`config.mk`:
```
export PLATFORM = sky130hd
export DESIGN_NAME = axid_tracker
export DESIGN_NICKNAME = d
export VERILOG_FILES = /design/src/rtl/axid_tracker_pkg.sv /design/src/rtl/axid_slot_fifo.sv /design/src/rtl/axid_tracker.sv
export SDC_FILE = /design/constraint.sdc
export NUM_CORES = 2
export LEC_CHECK = 0
export BUFFER_PORTS_ARGS = -buffer_cell sky130_fd_sc_hd__buf_4
export CAP_MARGIN = 20
export CORE_ASPECT_RATIO = 1.4
export CORE_MARGIN = 2
export CORE_UTILIZATION = 55
export CTS_CLUSTER_DIAMETER = 150
export DETAILED_ROUTE_END_ITERATION = 7
export PLACE_DENSITY = 0.71
export SYNTH_ARGS = -nofsm -noshare
export SYNTH_HDL_FRONTEND = slang
export SYNTH_HIERARCHICAL = 1
export SYNTH_SLANG_ARGS = --single-unit
```
`constraint.sdc`:
```
create_clock -name axi_aclk -period 8.6 [get_ports axi_aclk]
set_clock_uncertainty 0.1 [all_clocks]
set_input_delay 1.29 -clock axi_aclk [delete_from_list [all_inputs] [get_ports axi_aclk]]
set_output_delay 1.29 -clock axi_aclk [all_outputs]
set_load 0.02 [all_outputs]
```
`src/rtl/axid_tracker_pkg.sv`:
```
// Shared width helpers for the AXI ID tracker and the R/B response handlers.
// Slot-count, pointer and outstanding-count widths all derive from here.
package axid_tracker_pkg;

  function automatic int clog2(input int v);
    int r;
    r = 0;
    for (int i = 0; i < 31; i++) begin
      if ((1 << i) < v) r = i + 1;
    end
    return r;
  endfunction

  function automatic int ptr_w(input int depth);
    return clog2(depth);
  endfunction

  function automatic int cnt_w(input int depth);
    return clog2(depth) + 1;
  endfunction

  function automatic int outstanding_w(input int num_slots, input int depth);
    return clog2(num_slots * depth + 1);
  endfunction

endpackage

```
`src/rtl/axid_slot_fifo.sv`:
```
// Per-slot descriptor FIFO with the head word visible before it is popped.
// Push into a full FIFO is legal only together with a pop; the caller guarantees that.
module axid_slot_fifo
  import axid_tracker_pkg::*;
#(
  parameter int DEPTH = 16,
  parameter int WIDTH = 4
) (
  input  logic                    clk,
  input  logic                    rst,
  input  logic                    i_push,
  input  logic                    i_pop,
  input  logic [WIDTH-1:0]        i_din,
  output logic [WIDTH-1:0]        o_dout_pre,
  output logic                    o_empty,
  output logic                    o_full,
  output logic [cnt_w(DEPTH)-1:0] o_count
);

  localparam int PW = ptr_w(DEPTH);
  localparam int CW = cnt_w(DEPTH);
  localparam logic [PW-1:0] PTR_ONE  = PW'(1);
  localparam logic [CW-1:0] CNT_ONE  = CW'(1);
  localparam logic [CW-1:0] CNT_FULL = CW'(DEPTH);

  logic [WIDTH-1:0] r_mem [DEPTH];
  logic [PW-1:0]    r_wr_ptr;
  logic [PW-1:0]    r_rd_ptr;
  logic [CW-1:0]    r_count;

  always_ff @(posedge clk) begin
    if (i_push) r_mem[r_wr_ptr] <= i_din;
  end

  always_ff @(posedge clk) begin
    if (rst) begin
      r_wr_ptr <= '0;
      r_rd_ptr <= '0;
      r_count  <= '0;
    end else begin
      if (i_push) r_wr_ptr <= r_wr_ptr + PTR_ONE;
      if (i_pop)  r_rd_ptr <= r_rd_ptr + PTR_ONE;
      if (i_push && !i_pop)      r_count <= r_count + CNT_ONE;
      else if (i_pop && !i_push) r_count <= r_count - CNT_ONE;
    end
  end

  assign o_dout_pre = r_mem[r_rd_ptr];
  assign o_empty    = (r_count == '0);
  assign o_full     = (r_count == CNT_FULL);
  assign o_count    = r_count;

endmodule

```
`src/rtl/axid_tracker.sv`:
```
// Maps each accepted AXI address beat to its issuing descriptor, queued per AXI ID,
// and hands the owning descriptor back on each response beat in same-ID order.
module axid_tracker
  import axid_tracker_pkg::*;
#(
  parameter int NUM_SLOTS     = 16,
  parameter int SLOT_DEPTH    = 16,
  parameter int AXI_ID_WIDTH  = 4,
  parameter int DESC_ID_WIDTH = 4
) (
  input  logic                                          axi_aclk,
  input  logic                                          axi_areset,
  input  logic                                          req_valid,
  output logic                                          req_ready,
  input  logic [AXI_ID_WIDTH-1:0]                       req_axid,
  input  logic [DESC_ID_WIDTH-1:0]                      req_desc_id,
  input  logic                                          rsp_valid,
  input  logic                                          rsp_ready,
  input  logic                                          rsp_last,
  input  logic [AXI_ID_WIDTH-1:0]                       rsp_axid,
  output logic                                          rsp_hit,
  output logic [DESC_ID_WIDTH-1:0]                      rsp_desc_id,
  output logic                                          rsp_err,
  output logic [NUM_SLOTS-1:0]                          slot_valid,
  output logic [outstanding_w(NUM_SLOTS, SLOT_DEPTH)-1:0] outstanding,
  output logic                                          idle
);

  localparam int CW = cnt_w(SLOT_DEPTH);
  localparam int OW = outstanding_w(NUM_SLOTS, SLOT_DEPTH);
  localparam logic [CW-1:0] CNT_ONE = CW'(1);
  localparam logic [OW-1:0] OUT_ONE = OW'(1);

  logic [NUM_SLOTS-1:0]     r_valid;
  logic [AXI_ID_WIDTH-1:0]  r_id [NUM_SLOTS];
  logic [OW-1:0]            r_outstanding;
  logic                     r_rsp_err;

  logic [NUM_SLOTS-1:0]     w_req_match;
  logic [NUM_SLOTS-1:0]     w_rsp_match;
  logic [NUM_SLOTS-1:0]     w_alloc;
  logic [NUM_SLOTS-1:0]     w_full;
  logic [NUM_SLOTS-1:0]     w_slot_push;
  logic [NUM_SLOTS-1:0]     w_slot_pop;
  logic [DESC_ID_WIDTH-1:0] w_head [NUM_SLOTS];
  logic [CW-1:0]            w_count [NUM_SLOTS];
  logic                     w_any_req_match;
  logic                     w_found_free;
  logic                     w_req_ready;
  logic                     w_push;
  logic                     w_pop;
  logic                     w_hit;
  logic [DESC_ID_WIDTH-1:0] w_desc;

  always_comb begin
    w_req_match  = '0;
    w_rsp_match  = '0;
    w_alloc      = '0;
    w_found_free = 1'b0;
    w_desc       = '0;
    for (int k = 0; k < NUM_SLOTS; k++) begin
      w_req_match[k] = r_valid[k] && (r_id[k] == req_axid);
      w_rsp_match[k] = r_valid[k] && (r_id[k] == rsp_axid);
      if (w_rsp_match[k]) w_desc = w_desc | w_head[k];
      // Lowest-index free slot wins; uses the pre-edge valid map.
      if (!r_valid[k] && !w_found_free) begin
        w_alloc[k]   = 1'b1;
        w_found_free = 1'b1;
      end
    end
  end

  assign w_any_req_match = |w_req_match;
  assign w_hit           = |w_rsp_match;
  assign w_req_ready     = w_any_req_match ? ~|(w_req_match & w_full) : w_found_free;
  assign w_pop           = rsp_valid && rsp_ready && rsp_last && w_hit;
  assign w_slot_pop      = w_pop ? w_rsp_match : '0;

  // A full matched slot still takes the push when it pops the same cycle.
  assign w_push      = req_valid &&
                       (w_req_ready || (w_any_req_match && |(w_req_match & w_slot_pop)));
  assign w_slot_push = !w_push ? '0 : (w_any_req_match ? w_req_match : w_alloc);

  for (genvar g = 0; g < NUM_SLOTS; g++) begin : g_slot
    axid_slot_fifo #(
      .DEPTH (SLOT_DEPTH),
      .WIDTH (DESC_ID_WIDTH)
    ) u_fifo (
      .clk        (axi_aclk),
      .rst        (axi_areset),
      .i_push     (w_slot_push[g]),
      .i_pop      (w_slot_pop[g]),
      .i_din      (req_desc_id),
      .o_dout_pre (w_head[g]),
      .o_empty    (),
      .o_full     (w_full[g]),
      .o_count    (w_count[g])
    );
  end

  always_ff @(posedge axi_aclk) begin
    if (axi_areset) begin
      r_valid <= '0;
      for (int k = 0; k < NUM_SLOTS; k++) r_id[k] <= '0;
    end else begin
      for (int k = 0; k < NUM_SLOTS; k++) begin
        if (w_slot_push[k]) begin
          r_valid[k] <= 1'b1;
          if (!r_valid[k]) r_id[k] <= req_axid;
        end else if (w_slot_pop[k] && (w_count[k] == CNT_ONE)) begin
          r_valid[k] <= 1'b0;
        end
      end
    end
  end

  always_ff @(posedge axi_aclk) begin
    if (axi_areset) begin
      r_outstanding <= '0;
      r_rsp_err     <= 1'b0;
    end else begin
      if (w_push && !w_pop)      r_outstanding <= r_outstanding + OUT_ONE;
      else if (w_pop && !w_push) r_outstanding <= r_outstanding - OUT_ONE;
      r_rsp_err <= rsp_valid && rsp_ready && !w_hit;
    end
  end

  assign req_ready   = w_req_ready;
  assign rsp_hit     = w_hit;
  assign rsp_desc_id = w_desc;
  assign rsp_err     = r_rsp_err;
  assign slot_valid  = r_valid;
  assign outstanding = r_outstanding;
  assign idle        = (r_outstanding == '0);

endmodule

```
After elaboration in Yosys (flattened, before gate mapping). Memories as Yosys holds them, arrays and structs flattened. A register that Yosys moved wholly into a read port is not among the register bits. Index checks and enable logic that the tools add are counted.

Output and inout bits: 33. Word-level logic and storage cells: 715. Memories: 17. Bits in latches: 0. Register bits after elaboration: 234. RAM bits: 1088. ROM bits: 0. Input bits: 18.

Bitwise operators: 33. Shift operators: 0. Add/subtract/negate cells: 66. Reductions and logical operators: 207. Eq/ne operators: 64. Mux-type cells: 262. Magnitude comparators: 0. $mul: 0. Div/mod/pow operators: 0.

Memories: g_slot[0].u_fifo.r_mem (words 16, bits a word 4, rd ports 1, clocked after memory_dff 1, wr ports 1, line axid_slot_fifo.sv:26) `logic [WIDTH-1:0] r_mem [DEPTH];`; g_slot[10].u_fifo.r_mem (words 16, bits a word 4, rd ports 1, clocked after memory_dff 1, wr ports 1, line axid_slot_fifo.sv:26); g_slot[11].u_fifo.r_mem (words 16, bits a word 4, rd ports 1, clocked after memory_dff 1, wr ports 1, line axid_slot_fifo.sv:26); g_slot[12].u_fifo.r_mem (words 16, bits a word 4, rd ports 1, clocked after memory_dff 1, wr ports 1, line axid_slot_fifo.sv:26); g_slot[13].u_fifo.r_mem (words 16, bits a word 4, rd ports 1, clocked after memory_dff 1, wr ports 1, line axid_slot_fifo.sv:26); g_slot[14].u_fifo.r_mem (words 16, bits a word 4, rd ports 1, clocked after memory_dff 1, wr ports 1, line axid_slot_fifo.sv:26); 11 more memories.

Operator list (count): 4-bit 2-to-1 mux (64); 1-bit 2-to-1 mux (161); 5-bit 2-to-1 mux (32); 4-bit by 1-bit adder with 4-bit output, second input constant (32); 4-bit == test (32); 1-bit logical AND (103); 5-bit by 1-bit adder with 5-bit output, second input constant (16); 5-bit by 1-bit == test with 1-bit output, second input constant (16); 5-bit == test, second input constant (16); 5-bit by 1-bit subtractor with 5-bit output, second input constant (16); 2-bit nonzero test (33); 1-bit logical NOT (65); 16-bit OR reduction (4); 4-bit OR (15); 16-bit 2-to-1 mux (3); 16-bit bitwise AND (2); 9-bit 2-to-1 mux (2); 1-bit OR (16); 9-bit by 1-bit adder with 9-bit output, second input constant (1); 9-bit logical NOT (1); 9-bit by 1-bit subtractor with 9-bit output, second input constant (1); 1-bit logical OR (1).

Logic depth before layout (Yosys ltp).
Word-level depth: 53. Gate-level depth with buffers: 25. Depth with buffers taken out: 21.

Hierarchy. Netlist, hierarchy kept.

By module, submodules not included: axid_slot_fifo (g_slot[0].u_fifo ...) (sequential area each 2262.2 sq um, area each 3407.0 sq um, cells an instance 209, times used 13); axid_slot_fifo (g_slot[7].u_fifo ...) (sequential area each 2262.2 sq um, area each 3393.3 sq um, cells an instance 205, times used 3); axid_tracker (sequential area each 2442.3 sq um, area each 6482.5 sq um, cells an instance 713, times used 1).

Least setup slack after synthesis. No wires, ideal clock.

Kind: input -> register. Start point: input port rsp_axid[1]. End point: register r_outstanding[8], in the netlist outstanding[8]. Setup time: 0.071 ns. Stages on the path: 24. Path slack: 3.017 ns. Arrival time: 5.413 ns. Data required time: 8.429 ns. Path buffers: 4. Cell sequence: buf_2 buf_4 xnor2_1 nand3_1 nor3_1 nor3_1 nand3_1 o21ai_1 o22ai_2 o21ai_2 buf_2 buf_4 inv_1 ha_1 inv_1 fa_1 a21o_1 a21oi_1 nor2b_1 o21a_1 o41ai_1 xnor2_1 or3_1 a21oi_1.

Word-level cells in the longest chain between the ends: 13. Elaborated cells between the ends (all ways): 46. Classes of those cells: eq/ne (16); mux (2); bitwise (1); reduce/logical (27).

Ends and longest elaborated chain: start, declared (line axid_tracker.sv:20) `input logic [AXI_ID_WIDTH-1:0] rsp_axid,`; 4-bit == test (line axid_tracker.sv:63) `w_rsp_match[k] = r_valid[k] && (r_id[k] == rsp_axid);`; 1-bit logical AND (line axid_tracker.sv:63); 16-bit OR reduction (line axid_tracker.sv:74) `assign w_hit = |w_rsp_match;`; 1-bit logical AND (line axid_tracker.sv:76) `assign w_pop = rsp_valid && rsp_ready && rsp_last && w_hit;`; 16-bit 2-to-1 mux (line axid_tracker.sv:77) `assign w_slot_pop = w_pop ? w_rsp_match : '0;`; 16-bit bitwise AND (line axid_tracker.sv:81) `(w_req_ready || (w_any_req_match && |(w_req_match & w_slot_pop)));`; 16-bit OR reduction (line axid_tracker.sv:81); 1-bit logical AND (line axid_tracker.sv:81); 1-bit logical OR (line axid_tracker.sv:81); 1-bit logical AND (line axid_tracker.sv:80) `assign w_push = req_valid &&`; 1-bit logical NOT (line axid_tracker.sv:123) `else if (w_pop && !w_push) r_outstanding <= r_outstanding - OUT_ONE;`; 1-bit logical AND (line axid_tracker.sv:123); 2-bit nonzero test (no line); end signal, assigned (line axid_tracker.sv:122) `if (w_push && !w_pop) r_outstanding <= r_outstanding + OUT_ONE;`; end signal, assigned (line axid_tracker.sv:123); end, declared (line axid_tracker.sv:36) `logic [OW-1:0] r_outstanding;`.

Several ways; a longest one is shown, not always the timed one. A chain may end at the register's enable or synchronous reset.

Final worst setup path.
Start point: input port rsp_axid[3]. End point: register g_slot[5].u_fifo.r_count[4].

Word-level cells in the longest chain between the ends: 14. Elaborated cells between the ends (all ways): 47. Classes of those cells: eq/ne (16); mux (3); bitwise (1); reduce/logical (27).

Ends and longest elaborated chain: 4-bit == test (line axid_tracker.sv:63); 1-bit logical AND (line axid_tracker.sv:63); 16-bit OR reduction (line axid_tracker.sv:74); 1-bit logical AND (line axid_tracker.sv:76); 16-bit 2-to-1 mux * (line axid_tracker.sv:77); 16-bit bitwise AND * (line axid_tracker.sv:81); 16-bit OR reduction * (line axid_tracker.sv:81); 1-bit logical AND * (line axid_tracker.sv:81); 1-bit logical OR * (line axid_tracker.sv:81); 1-bit logical AND * (line axid_tracker.sv:80); 16-bit 2-to-1 mux * (line axid_tracker.sv:82) `assign w_slot_push = !w_push ? '0 : (w_any_req_match ? w_req_match : w_alloc);`; via w_slot_push[5] (line axid_tracker.sv:43) `logic [NUM_SLOTS-1:0] w_slot_push;`; 1-bit logical NOT (line axid_slot_fifo.sv:44) `else if (i_pop && !i_push) r_count <= r_count - CNT_ONE;`; 1-bit logical AND (line axid_slot_fifo.sv:44); 2-bit nonzero test (no line); end signal, assigned (line axid_slot_fifo.sv:43) `if (i_push && !i_pop) r_count <= r_count + CNT_ONE;`; end signal, assigned (line axid_slot_fifo.sv:44); end, declared (line axid_slot_fifo.sv:29) `logic [CW-1:0] r_count;`.

Mark *: on every way through the listed nets, which the timed path passes. The rest lies on a longest branch.

==> flow_metrics.env <==
export IMPL_seqCellArea_um2=38600
export IMPL_drc=0
export IMPL_h_tree_depth=3
export IMPL_timing_final_crit_share_pct=69.1
export IMPL_start_util_pct=55.4
export IMPL_drtPass1Iterations=6
export IMPL_cts_tree="built"
export IMPL_grt_overflow_total=0
export IMPL_critPathLaunchType="input pin"
export IMPL_final_net_count=4241
export IMPL_hpwl_um=85900
export IMPL_required_ns=9.13
export IMPL_die_h_um=398
export IMPL_root_buffer="clkbuf_16"
export IMPL_cts_resized_gates=0
export IMPL_gr_usage_met3_pct=3.08
export IMPL_drtIter0Drc=2388
export IMPL_antenna_found_initial=2
export IMPL_setup_tns_ns=0
export IMPL_drive_above_1_share_pct=8.20
export IMPL_power_density_nw_per_um2=205
export IMPL_syn_nets=4216
export IMPL_dieArea_um2=113000
export IMPL_vias=32900
export IMPL_min_period_ns=5.94
export IMPL_hold_path_class="flop to flop"
export IMPL_clock_fmax_ghz=0.168
export IMPL_worstPathArrival_ns=6.47
export IMPL_path_max_fanout=64
export IMPL_via_per_inst=5.85
export IMPL_crit_path_max_incr_delay_ns=0.79
export IMPL_hold_violations=0
export IMPL_max_vdd_ir_drop_mv=0.185
export IMPL_status="finished, final reports clean"
export IMPL_drv_cap=0
export IMPL_core_area_um2=110000
export IMPL_tightest_slew_ns=1.11
export IMPL_grt_usage_pct=22.2
export IMPL_ios=51
export IMPL_drt_wirelength_per_cell_um=22.4
export IMPL_cts_setup_buffers=0
export IMPL_slowest_stage="nor4_1"
export IMPL_use_met1_pct=26.4
export IMPL_met2_usage_pct=40.8
export IMPL_gp_congestion=0.957
export IMPL_path_clk_slew_ns=0.07
export IMPL_leakage_nw=23.1
export IMPL_crit_buf_inv=3
export IMPL_path_class="input pin to flop"
export IMPL_yosysWarningCount=6
export IMPL_num_fill_cells=8135
export IMPL_routed_wirelength_um=126000
export IMPL_grt_pass1_vias=33500
export IMPL_place_port_buffers=50
export IMPL_fp_dieW_um=285
export IMPL_setup_viol=0
export IMPL_fp_row_count=144
export IMPL_grt_pass1_wl_um=193000
export IMPL_insertion_delay_ns=0.74
export IMPL_cts_sinks=1386
export IMPL_crit_family="simple AND/OR/NAND/NOR gates"
export IMPL_areaGrowthSynthToFinish_pct=9.43
export IMPL_cts_hold_buf=0
export IMPL_drtAntennaViolNets=0
export IMPL_rsz0062_at_grt="false"
export IMPL_final_core_util_pct=60.6
export IMPL_maxSlewHeadroom_pct=25.4
export IMPL_crit_path_end_kind="flop"
export IMPL_clock_path_buffers=3
export IMPL_synthesis_area_um2=60900
export IMPL_postSynthAreaPerCell_um2=15.1
export IMPL_multiInputGateArea_um2=20600
export IMPL_synthCells=4029
export IMPL_grt_max_degree=101
export IMPL_grt_busiest_layer="met2"
export IMPL_crit_chain="buf_4, xor2_1, nor4_1, and2_1, nor3_1, nand3_1, o21ai_1, o22ai_2, o21ai_4, buf_4, nor2_1, ha_1, inv_1, ha_1, or2_2, o22ai_1, mux2i_1, mux2_2"
export IMPL_maxSlewViolCount=0
export IMPL_numCtsBuffers=120
[metrics by stage]
| stage | power (mW) | hold WS, ns | cells | setup slack (ns) | instance area [µm²] |
|---|---|---|---|---|---|
| floorplan | 7.70 | 0.385 | 4029 | 3.02 | 60900 |
| global placement | 7.86 | 0.401 | 5390 | 2.13 | 62200 |
| detailed placement | 7.88 | 0.412 | 5391 | 2.08 | 62200 |
| CTS | 13.8 | 0.428 | 5620 | 2.84 | 66600 |
| global route | 14.0 | 0.454 | 5622 | 2.45 | 66600 |
| finish | 13.6 | 0.427 | 5622 | 2.66 | 66600 |
[worst min-delay path, delay by kind of cell (launching register included)]
family | cells | cell delay, ns
flops | 1 | 0.32
simple gates | 1 | 0.10
xor+xnor | 1 | 0.07
[layout make-up]
| class | count | area share, % |
|---|---|---|
| clock buffer | 154 | 5.18 |
| sequential | 1386 | 58.0 |
| multi-input combinational | 2346 | 31.0 |
| timing repair buffer | 76 | 0.916 |
| inverter | 124 | 0.698 |
| clock inverter | 75 | 1.51 |
| tap | 1460 | 2.74 |
| antenna | 1 | 0.00376 |
[power breakdown]
part           switching [mW]  total (mW)  leakage (nW)  internal (mW)
Sequential             0.0440        7.30          12.3           7.26
Combinational           0.292       0.431          8.65          0.139
Clock                    2.44        5.91          2.17           3.46
Total                    2.78        13.6          23.1           10.9
[layer usage]
layer | share of wire (%) | routed length [µm]
met1 | 39 | 48400
met3 | 4.7 | 5950
met5 | 0 | 0
met4 | 3.6 | 4520
met2 | 53 | 66800
[path summary, 6_finish.rpt]
kind	from	endpoint	slack, ns	depth (start not counted)
worst max register to register	r_id[0][31]	g_slot[5].u_fifo/o_count[4]	3.08	17
worst max-delay path	rsp_axid[3]	g_slot[5].u_fifo/o_count[4]	2.66	18
worst min register to register	g_slot[2].u_fifo/r_rd_ptr[3]	flop	0.43	2
worst min-delay path	g_slot[2].u_fifo/r_rd_ptr[3]	flop	0.43	2
[layout by cell type, fill, tap and decap left out, types with 10 or more instances in the layout]
cell	count
a21oi_1	64
o22ai_1	16
mux2i_1	49
fa_1	17
nand2_1	196
buf_4	70
mux2_2	16
nor3_1	68
clkbuf_16	130
nor4bb_1	16
dfxtp_1	298
and2_1	288
and3_1	22
nor3b_1	18
or4_1	19
clkinv_2	22
nand3_1	30
nor4_1	38
clkbuf_8	15
xnor2_1	89
mux4_1	256
nor2_1	419
clkinvlp_4	10
nor4_2	10
or3_1	21
nand4_1	50
a21o_1	18
or2_2	14
a22oi_1	145
edfxtp_1	1088
a221oi_1	11
bufinv_16	20
xor2_1	158
nor2b_1	66
inv_1	124
clkbuf_1	13
ha_1	152
o21ai_0	22
[state kept, by name (all words and copies together), names as in the netlist, named ones only]
name and cells:
r_id 64, g_slot.u_fifo/r_wr_ptr 64, g_slot.u_fifo/r_rd_ptr 64, rsp_err 1
g_slot.u_fifo/o_count 80, g_slot.u_fifo/r_mem 1024, slot_valid 16, outstanding 9
(Power assumes the default switching activity.)
